--- src/rtl/delay_line_sched_ctrl_if.sv ---
// delay_line_sched_ctrl_if: SRAM-side port bundle of the delay-line sequencer
// Signals:
//   sram_wen / sram_waddr  write strobe and circular write address
//   sram_ren / sram_raddr  read strobe and circular read address
//   valid_out              read data valid, sram_ren delayed by the SRAM read latency
// Modports: master = sequencer (drives), slave = SRAM / consumer (observes)
interface delay_line_sched_ctrl_if #(
    parameter int ADDR_W = 9
);
    logic              sram_wen;
    logic [ADDR_W-1:0] sram_waddr;
    logic              sram_ren;
    logic [ADDR_W-1:0] sram_raddr;
    logic              valid_out;
    modport master (output sram_wen, sram_waddr, sram_ren, sram_raddr, valid_out);
    modport slave  (input  sram_wen, sram_waddr, sram_ren, sram_raddr, valid_out);
endinterface

--- src/rtl/delay_line_sched_ctrl.sv ---
// delay_line_sched_ctrl: write/read sequencer for a memtile used as a long delay line
// Ports:
//   clk, rst_n        clock, asynchronous active-low reset
//   flush             synchronous return to IDLE, latched configuration kept
//   start             pulse in IDLE: latch cfg_* and enter RUN
//   stall             only with DLY_CTRL_STALL_EN defined: freeze time and both loop nests
//   cfg_dims          active loop levels 1..3 (0 behaves as 1)
//   cfg_range/stride  per-level iteration count (0 behaves as 1) and schedule stride, level 0 innermost
//   cfg_sched_off     time of the first write
//   cfg_delay         read time = write time + cfg_delay
//   cfg_wr_start      base address of both circular pointers
//   sif               SRAM bundle: wen/waddr, ren/raddr, valid_out
//   busy, done        state != IDLE; one-cycle pulse when a run completes
//   overflow          sticky: a write found the buffer already holding DEPTH words
// Build option: DLY_CTRL_STALL_EN adds the stall input.
module delay_line_sched_ctrl #(
    parameter int ADDR_W = 9,
    parameter int CNT_W  = 16,
    parameter int RD_LAT = 1
) (
    input  logic                    clk,
    input  logic                    rst_n,
    input  logic                    flush,
    input  logic                    start,
`ifdef DLY_CTRL_STALL_EN
    input  logic                    stall,
`endif
    input  logic [1:0]              cfg_dims,
    input  logic [CNT_W-1:0]        cfg_range [3],
    input  logic [CNT_W-1:0]        cfg_stride [3],
    input  logic [CNT_W-1:0]        cfg_sched_off,
    input  logic [CNT_W-1:0]        cfg_delay,
    input  logic [ADDR_W-1:0]       cfg_wr_start,
    delay_line_sched_ctrl_if.master sif,
    output logic                    busy,
    output logic                    done,
    output logic                    overflow
);
    localparam int LW = $clog2(RD_LAT + 1);
    localparam logic [CNT_W-1:0] DEPTH = CNT_W'(2 ** ADDR_W);
    typedef logic [2:0][CNT_W-1:0] vec_t;
    typedef enum logic [1:0] {IDLE, RUN, DRAIN} state_t;

    state_t            state_q, state_d;
    vec_t              range_q, stride_q, iw_q, ir_q, range_eff;
    logic [CNT_W-1:0]  off_q, delay_q, t_q, wcount_q, rcount_q;
    logic [ADDR_W-1:0] wr_start_q, waddr_q, raddr_q;
    logic [LW-1:0]     lat_q;
    logic [RD_LAT-1:0] vpipe_q;
    logic [1:0]        dims_eff;
    logic              rdone_q, wen_q, ren_q, adv, go, w_hit, r_hit;

    function automatic logic last_of(vec_t i, vec_t r);
        return i[0] == r[0] - 1'b1 && i[1] == r[1] - 1'b1 && i[2] == r[2] - 1'b1;
    endfunction

    // innermost-first odometer step; levels beyond cfg_dims have range 1 and stay at 0
    function automatic vec_t next_of(vec_t i, vec_t r);
        vec_t n;
        logic carry;
        carry = 1'b1;
        for (int k = 0; k < 3; k++) begin
            n[k]  = !carry ? i[k] : i[k] == r[k] - 1'b1 ? '0 : i[k] + 1'b1;
            carry = carry && i[k] == r[k] - 1'b1;
        end
        return n;
    endfunction

    function automatic logic [CNT_W-1:0] time_of(vec_t i, vec_t s);
        return i[0] * s[0] + i[1] * s[1] + i[2] * s[2];
    endfunction

`ifdef DLY_CTRL_STALL_EN
    assign adv = !stall;
`else
    assign adv = 1'b1;
`endif

    // inactive levels and zero ranges collapse to a single iteration at latch time
    always_comb begin
        dims_eff = cfg_dims == 2'd0 ? 2'd1 : cfg_dims;
        for (int k = 0; k < 3; k++)
            range_eff[k] = k >= int'(dims_eff) || cfg_range[k] == '0 ? CNT_W'(1) : cfg_range[k];
    end

    assign go    = state_q == IDLE && start && !flush;
    assign w_hit = state_q == RUN && adv && !flush && t_q == off_q + time_of(iw_q, stride_q);
    assign r_hit = state_q != IDLE && !rdone_q && adv && !flush
                   && t_q == off_q + time_of(ir_q, stride_q) + delay_q;

    always_comb begin
        state_d = state_q;
        if (flush)
            state_d = IDLE;
        else if (go)
            state_d = RUN;
        else if (state_q == RUN && w_hit && last_of(iw_q, range_q))
            state_d = DRAIN;
        else if (state_q == DRAIN && rdone_q && lat_q == '0)
            state_d = IDLE;
    end

    always_ff @(posedge clk or negedge rst_n) begin
        if (!rst_n)
            state_q <= IDLE;
        else
            state_q <= state_d;
    end

    always_ff @(posedge clk or negedge rst_n) begin
        if (!rst_n) begin
            range_q    <= '0;
            stride_q   <= '0;
            off_q      <= '0;
            delay_q    <= '0;
            wr_start_q <= '0;
        end else if (go) begin
            range_q    <= range_eff;
            stride_q   <= {cfg_stride[2], cfg_stride[1], cfg_stride[0]};
            off_q      <= cfg_sched_off;
            delay_q    <= cfg_delay;
            wr_start_q <= cfg_wr_start;
        end
    end

    always_ff @(posedge clk or negedge rst_n) begin
        if (!rst_n) begin
            t_q      <= '0;
            iw_q     <= '0;
            ir_q     <= '0;
            wcount_q <= '0;
            rcount_q <= '0;
            rdone_q  <= 1'b0;
            lat_q    <= '0;
            wen_q    <= 1'b0;
            ren_q    <= 1'b0;
            waddr_q  <= '0;
            raddr_q  <= '0;
            done     <= 1'b0;
            overflow <= 1'b0;
        end else begin
            wen_q <= w_hit;
            ren_q <= r_hit;
            done  <= state_q == DRAIN && state_d == IDLE && !flush;
            if (w_hit)
                waddr_q <= wr_start_q + wcount_q[ADDR_W-1:0];
            if (r_hit)
                raddr_q <= wr_start_q + rcount_q[ADDR_W-1:0];
            if (flush || go) begin
                t_q      <= '0;
                iw_q     <= '0;
                ir_q     <= '0;
                wcount_q <= '0;
                rcount_q <= '0;
                rdone_q  <= 1'b0;
                lat_q    <= '0;
                overflow <= overflow && !flush;
            end else begin
                if (state_q != IDLE && adv)
                    t_q <= t_q + 1'b1;
                if (w_hit) begin
                    iw_q     <= next_of(iw_q, range_q);
                    wcount_q <= wcount_q + 1'b1;
                end
                if (r_hit) begin
                    ir_q     <= next_of(ir_q, range_q);
                    rcount_q <= rcount_q + 1'b1;
                end
                // after the final read, stay in DRAIN until its data is valid
                if (r_hit && last_of(ir_q, range_q)) begin
                    rdone_q <= 1'b1;
                    lat_q   <= LW'(RD_LAT - 1);
                end else if (rdone_q && lat_q != '0)
                    lat_q <= lat_q - 1'b1;
                // occupancy is sampled before any same-cycle read retires
                if (w_hit && wcount_q - rcount_q >= DEPTH)
                    overflow <= 1'b1;
            end
        end
    end

    always_ff @(posedge clk or negedge rst_n) begin
        if (!rst_n)
            vpipe_q <= '0;
        else begin
            vpipe_q[0] <= ren_q;
            for (int i = 1; i < RD_LAT; i++)
                vpipe_q[i] <= vpipe_q[i-1];
        end
    end

    assign busy           = state_q != IDLE;
    assign sif.sram_wen   = wen_q;
    assign sif.sram_waddr = waddr_q;
    assign sif.sram_ren   = ren_q;
    assign sif.sram_raddr = raddr_q;
    assign sif.valid_out  = vpipe_q[RD_LAT-1];
endmodule

--- src/flat_wrapper.sv ---
// flat-port wrapper written by rule: the top's interface ports become plain ports
module delay_line_sched_ctrl_flat 
#(
    parameter int ADDR_W = 9,
    parameter int CNT_W  = 16,
    parameter int RD_LAT = 1
)
  (clk, rst_n, flush, start, cfg_dims, cfg_range, cfg_stride, cfg_sched_off, cfg_delay, cfg_wr_start, busy, done, overflow, sif_sram_wen, sif_sram_waddr, sif_sram_ren, sif_sram_raddr, sif_valid_out);
  delay_line_sched_ctrl_if #(.ADDR_W(ADDR_W)) sif_i ();
  input  logic clk;
  input  logic rst_n;
  input  logic flush;
  input  logic start;
  input  logic [1:0] cfg_dims;
  input  logic [CNT_W-1:0] cfg_range[3];
  input  logic [CNT_W-1:0] cfg_stride[3];
  input  logic [CNT_W-1:0] cfg_sched_off;
  input  logic [CNT_W-1:0] cfg_delay;
  input  logic [ADDR_W-1:0] cfg_wr_start;
  output logic busy;
  output logic done;
  output logic overflow;
  output wire logic [$bits(sif_i.sram_wen)-1:0] sif_sram_wen;
  output wire logic [$bits(sif_i.sram_waddr)-1:0] sif_sram_waddr;
  output wire logic [$bits(sif_i.sram_ren)-1:0] sif_sram_ren;
  output wire logic [$bits(sif_i.sram_raddr)-1:0] sif_sram_raddr;
  output wire logic [$bits(sif_i.valid_out)-1:0] sif_valid_out;
  assign sif_sram_wen = sif_i.sram_wen;
  assign sif_sram_waddr = sif_i.sram_waddr;
  assign sif_sram_ren = sif_i.sram_ren;
  assign sif_sram_raddr = sif_i.sram_raddr;
  assign sif_valid_out = sif_i.valid_out;
  delay_line_sched_ctrl #(.ADDR_W(ADDR_W), .CNT_W(CNT_W), .RD_LAT(RD_LAT)) u_core (.clk(clk), .rst_n(rst_n), .flush(flush), .start(start), .cfg_dims(cfg_dims), .cfg_range(cfg_range), .cfg_stride(cfg_stride), .cfg_sched_off(cfg_sched_off), .cfg_delay(cfg_delay), .cfg_wr_start(cfg_wr_start), .sif(sif_i), .busy(busy), .done(done), .overflow(overflow));
endmodule
--- config.mk ---
export PLATFORM = sky130hd
export DESIGN_NAME = delay_line_sched_ctrl_flat
export DESIGN_NICKNAME = d
export VERILOG_FILES = /design/src/rtl/delay_line_sched_ctrl_if.sv /design/src/rtl/delay_line_sched_ctrl.sv /design/src/flat_wrapper.sv
export SDC_FILE = /design/constraint.sdc
export NUM_CORES = 2
export LEC_CHECK = 0
export CELL_PAD_IN_SITES_DETAIL_PLACEMENT = 1
export CELL_PAD_IN_SITES_GLOBAL_PLACEMENT = 1
export CORE_ASPECT_RATIO = 0.7
export CORE_MARGIN = 2
export CORE_UTILIZATION = 40
export CTS_BUF_LIST = sky130_fd_sc_hd__clkbuf_4 sky130_fd_sc_hd__clkbuf_8 sky130_fd_sc_hd__clkbuf_16
export CTS_CLUSTER_DIAMETER = 60
export DETAILED_ROUTE_END_ITERATION = 8
export PLACE_DENSITY = 0.79
export SLEW_MARGIN = 20
export SYNTH_ARGS = -nofsm -noshare
export SYNTH_HDL_FRONTEND = slang
export SYNTH_SLANG_ARGS = --single-unit
--- constraint.sdc ---
create_clock -name clk -period 25 [get_ports clk]
set_clock_uncertainty 0.2 [all_clocks]
set_input_delay 7.5 -clock clk [delete_from_list [all_inputs] [get_ports clk]]
set_output_delay 7.5 -clock clk [all_outputs]
set_load 0.005 [all_outputs]
After elaboration in Yosys (flattened, before gate mapping)

Cells that the tools add are included.

Word-level logic and storage cells: 155
Bits in registers: 308
Output and inout bits: 24

Bitwise operators: 1
Equal/unequal tests: 10
Reduce and logical (&&, ||, !) cells: 48
Muxes and demuxes: 35
Order comparisons: 4
$mul: 6
$add $sub $neg: 23

Operators with widths:

| cell                    | count |
|---|---|
| $mux W16                | 19 |
| $mux W48                | 4 |
| $add A16 B1 Y16 const B | 9 |
| $eq A16 B16 Y1          | 8 |
| $add A16 B16 Y16        | 7 |
| $mul A16 B16 Y16        | 6 |
| $logic_not A16 Y1       | 3 |
| $sub A16 B1 Y16 const B | 3 |
| $logic_and A1 B1 Y1     | 21 |
| $reduce_bool A2 Y1      | 10 |
| $add A9 B9 Y9           | 2 |
| $ge A16 B10 Y1 const B  | 1 |
| $sub A16 B16 Y16        | 1 |
| $mux W2                 | 5 |
| $reduce_and A2 Y1       | 4 |
| $mux W1                 | 7 |
| $logic_not A2 Y1        | 3 |
| $ge A1 B2 Y1 const A    | 2 |
| $logic_or A1 B1 Y1      | 4 |
| $reduce_bool A3 Y1      | 1 |
| $eq A2 B1 Y1 const B    | 1 |
| $eq A2 B2 Y1 const B    | 1 |
| $ge A2 B2 Y1 const A    | 1 |
| $logic_not A1 Y1        | 2 |
| 2 further kinds         | 2 |

Longest topological paths before layout

Word-level depth: 14
Gate-level depth with buffers: 33

Worst setup path before layout

Ideal clock, no wire load.

Path type: input -> register
From: in flush
To: reg u_core.iw_q[42] in the netlist's numbering
Stages: 12
Library setup time: 0.078 ns
Setup slack: 14.728 ns
Arrival time: 9.994 ns
Cell sequence: clkbuf_1 > nand2b_1 > nor4_1 > nand4_1 > nor4_1 > nand4_1 > or3_1 > or4_1 > buf_2 > buf_6 > or3b_1 > a21oi_1

Word-level cells in the longest chain between the ends: 5
Elaborated cells between the ends (all ways): 9

Ends and longest elaborated chain:

| element                                                   | line                                                      | text |
|---|---|---|
| start: declaration                                        | flat_wrapper.sv:12                                        | `input logic flush;` |
| $logic_not A1 Y1                                          | delay_line_sched_ctrl.sv:86, delay_line_sched_ctrl.sv:87  |  |
| $logic_and A1 B1 Y1, on equally long branches             | delay_line_sched_ctrl.sv:86, delay_line_sched_ctrl.sv:87  |  |
| $logic_or A1 B1 Y1 or $logic_and A1 B1 Y1 (tied branches) | delay_line_sched_ctrl.sv:149, delay_line_sched_ctrl.sv:87 |  |
| $reduce_bool A2 Y1 (no line)                              | --                                                        |  |
| $reduce_and A2 Y1 (no line)                               | --                                                        |  |
| end signal: assignment                                    | delay_line_sched_ctrl.sv:162                              | `iw_q <= next_of(iw_q, range_q);` |
| end: declaration                                          | delay_line_sched_ctrl.sv:45                               | `vec_t range_q, stride_q, iw_q, ir_q, range_eff;` |

Several ways; a longest one is shown, not always the timed one.
A chain may end at the register's enable or synchronous reset.

Worst setup path after layout

From: in flush
To: reg u_core.ir_q[38] in the netlist's numbering

Word-level cells in the longest chain between the ends: 5
Elaborated cells between the ends (all ways): 9

Ends and longest elaborated chain:

| element                                                   | line                                                      | text |
|---|---|---|
| $logic_not A1 Y1                                          | delay_line_sched_ctrl.sv:86, delay_line_sched_ctrl.sv:88  |  |
| $logic_and A1 B1 Y1, on equally long branches             | delay_line_sched_ctrl.sv:86, delay_line_sched_ctrl.sv:88  |  |
| $logic_or A1 B1 Y1 or $logic_and A1 B1 Y1 (tied branches) | delay_line_sched_ctrl.sv:149, delay_line_sched_ctrl.sv:89 |  |
| $reduce_bool A2 Y1 (no line)                              | --                                                        |  |
| $reduce_and A2 Y1 (no line)                               | --                                                        |  |
| end signal: assignment                                    | delay_line_sched_ctrl.sv:166                              | `ir_q <= next_of(ir_q, range_q);` |
| end: declaration                                          | delay_line_sched_ctrl.sv:45                               |  |

Several ways; a longest one is shown, not always the timed one.

==> impl_metrics.env <==
export IMPL_outcome="complete, no violations"
export IMPL_root_buffer="clkbuf_16"
export IMPL_vias_per_cell=5.49
export IMPL_finalNonFillerCells=6261
export IMPL_die_height_um=279
export IMPL_tns_ps=0
export IMPL_netSwitchingFraction_pct=39.0
export IMPL_cp_slowest_cell="and4_1"
export IMPL_peakVddDrop_v=0.0000311
export IMPL_synthDistinctLibCells=72
export IMPL_start_util_pct=40.5
export IMPL_grt_overflow_total=0
export IMPL_drv_cap=0
export IMPL_grt_pass1_vias=38700
export IMPL_track_usage_pct=27.1
export IMPL_dp_hpwl_um=117000
export IMPL_syn_inst=4797
export IMPL_crit_arrival_ps=11950
export IMPL_num_rows=100
export IMPL_slew_headroom_pct=19.8
export IMPL_cts_sink_count=308
export IMPL_fmax_ghz=0.0861
export IMPL_io_pins=167
export IMPL_p_switching_mw=0.711
export IMPL_netlist_area_um2=43200
export IMPL_wirelength_um=148000
export IMPL_power_frac_seq_pct=35.6
export IMPL_cpMostUsedCell="nand4_1"
export IMPL_syn_nets=5881
export IMPL_post_cts_resize_count=0
export IMPL_max_stage_delay_ps=740
export IMPL_antenna_found_initial=10
export IMPL_min_path_type="reg -> reg"
export IMPL_grt_pass1_wl_um=230000
export IMPL_path_max_fanout=32
export IMPL_synth_area_leaders="fa_1 29%, dfrtp_1 18%, ha_1 9.3%"
export IMPL_drv_slew=0
export IMPL_synth_avg_cell_area_um2=9.00
export IMPL_cellLeakagePower_nw=21.0
export IMPL_via_count=34400
export IMPL_power_density_nw_per_um2=38.4
export IMPL_synth_edf_count=0
export IMPL_fin_util_pct=44.6
export IMPL_min_from="u_core.sif.sram_ren$_DFF_PN0_"
export IMPL_synthArstFlopShare_pct=100
export IMPL_path_cells="clkdlybuf4s50_1 -> nor4_1 -> nand4_1 -> nor3_1 -> nand4_1 -> a2111oi_0 -> and4_1 -> nand4_2 -> or4b_1 -> a21oi_1"
export IMPL_pwr_share_comb_pct=28.8
export IMPL_dp_cells=6183
export IMPL_final_hold_violation_count=0
export IMPL_postCtsHoldBufs=0
export IMPL_final_cell_mix="715 x inv_1, 633 x nand2_1, 619 x fa_1"
export IMPL_die_area_um2=111000
export IMPL_yosysTopAreaCellShare_pct=28.7
export IMPL_clkLatencyLatePin_ps=610
export IMPL_final_common_cell="inv_1"
export IMPL_dr_pass1_iters=5
export IMPL_wire_per_inst_um=23.6
export IMPL_yosys_warnings=0
export IMPL_nets=5883
export IMPL_cts_tree="done"
export IMPL_ys_ff_latch=308
export IMPL_ys_flop_type="dfrtp_1"
export IMPL_worst_setup_path_type="in -> reg"
export IMPL_ys_seq_area_share_pct=17.9
export IMPL_p_clk_share_pct=35.6
export IMPL_ant_nets=0
export IMPL_io_buffers=166
export IMPL_fill_cells=12400
export IMPL_htree_levels=2
export IMPL_worstMarginPinSlew_ps=1200
export IMPL_drt_initial_drc_count=2668
export IMPL_grt_max_degree=83
export IMPL_power_total_mw=1.83
export IMPL_cts_buffers=42
export IMPL_cts_max_path_buffers=3
export IMPL_coreArea_um2=107000
export IMPL_critPathLaunchType="primary input"
export IMPL_finalCritPeriodShare_pct=46.5
export IMPL_p_int_mw=1.11
export IMPL_worstPathRequired_ps=25330
export IMPL_r2r_start="u_core.stride_q[4]$_DFFE_PN0P_"
export IMPL_areaGrowthSynthToFinish_pct=10.2
export IMPL_cts_setup_buffers=0
export IMPL_path_clk_slew_ps=60
export IMPL_crit_path_end_kind="flip-flop"
export IMPL_synth_area_leader_cell="fa_1"
export IMPL_critPathLaunch="flush"
export IMPL_setup_viol=0
export IMPL_drcViolationCount=0
export IMPL_fin_crit_ps=11620
export IMPL_gp_congestion=0.981
export IMPL_chipWidth_um=397
export IMPL_layout_drive_gt1_share_pct=3.66
export IMPL_rsz0062_at_grt="no"
worst paths after layout:
kind | endpoint | slack (ps) | cells after the start
min | u_core.sif.valid_out$_DFF_PN0_ | 200 | 0
min reg2reg | u_core.sif.valid_out$_DFF_PN0_ | 200 | 0
max in group asynchronous | u_core.stride_q[1]$_DFFE_PN0P_ | 15810 | 3
max reg2reg | u_core.ir_q[38]$_DFFE_PN0P_ | 14390 | 25
max | u_core.ir_q[38]$_DFFE_PN0P_ | 13380 | 10
min in group asynchronous | u_core.range_q[19]$_DFFE_PN0P_ | 6690 | 1
critical path, delay by kind of cell:
| kind | cells | cell delay [ps] |
|---|---|---|
| and+or+nand+nor | 7 | 3330 |
| AOI/OAI and AO/OA | 2 | 520 |
| buffers and inverters | 1 | 570 |
cells by family after synthesis:
family	after synthesis	share of synthesized area, %
XOR/XNOR	423	8.95
AND/OR/NAND/NOR	1753	21.1
buffers and inverters	987	8.71
multiplexers	6	0.148
adder cells (fa/ha/maj)	941	38.0
AO/OA/AOI/OAI	379	5.15
flip-flops	308	17.9
registers in the layout (all words and copies together) (netlist names), 2 cells and up:
signal and count:
u_core.ir_q 48, u_core.iw_q 48, u_core.range_q 48, u_core.stride_q 48, u_core.delay_q 16, u_core.off_q 16, u_core.rcount_q 16, u_core.t_q 16
u_core.wcount_q 16, u_core.sif.sram_raddr 9, u_core.sif.sram_waddr 9, u_core.wr_start_q 9, u_core.state_q 2
routing by layer:
layer / part of all wire (%) / vias up / track usage [%] / wire, µm
met5: 0 / - / 0 / 0
met1: 42 / 18100 / 36.6 / 62300
li1: - / 14800 / - / -
met4: 3.5 / 0 / 8.88 / 5230
met3: 7.7 / 257 / 4.52 / 11400
met2: 47 / 1256 / 44.3 / 68700
stage by stage:
step                instance area (µm²)  hold slack, ps  worst slack, ps
floorplan                         43200             176            14730
global placement                  46100             188            13120
detailed placement                46100             194            12790
CTS                               47600             208            13490
global route                      47600             224            13140
finish                            47600             204            13380
synth_stat cells (all sizes together) (122+ instances only):
master and n:
ha 322, nor2 156, o21ai 148, dfrtp 308, inv 715, xor2 138
clkbuf 242, nand2 634, a21oi 122, and2 571, fa 619, xnor2 278
power by group through the flow:
| stage | Sequential [mW] | Combinational, mW | Clock, mW |
|---|---|---|---|
| 2_1_floorplan | 0.578 | 0.347 | 0 |
| 3_3_place_gp | 0.649 | 0.493 | 0 |
| 3_5_place_dp | 0.653 | 0.517 | 0 |
| 4_1_cts | 0.645 | 0.522 | 0.659 |
| 5_1_grt | 0.652 | 0.575 | 0.679 |
| 6_report | 0.650 | 0.525 | 0.650 |
layout make-up:
type | count | area (µm²) | area share (%)
tap | 1428 | 1790 | 3.76
inverter | 715 | 2680 | 5.64
timing repair buffer | 230 | 2150 | 4.51
clock buffer | 57 | 1230 | 2.59
multi-input combinational | 3502 | 31700 | 66.7
antenna | 3 | 7.51 | 0.0158
sequential | 308 | 7710 | 16.2
clock inverter | 18 | 258 | 0.542
(Power assumes the default switching activity.)
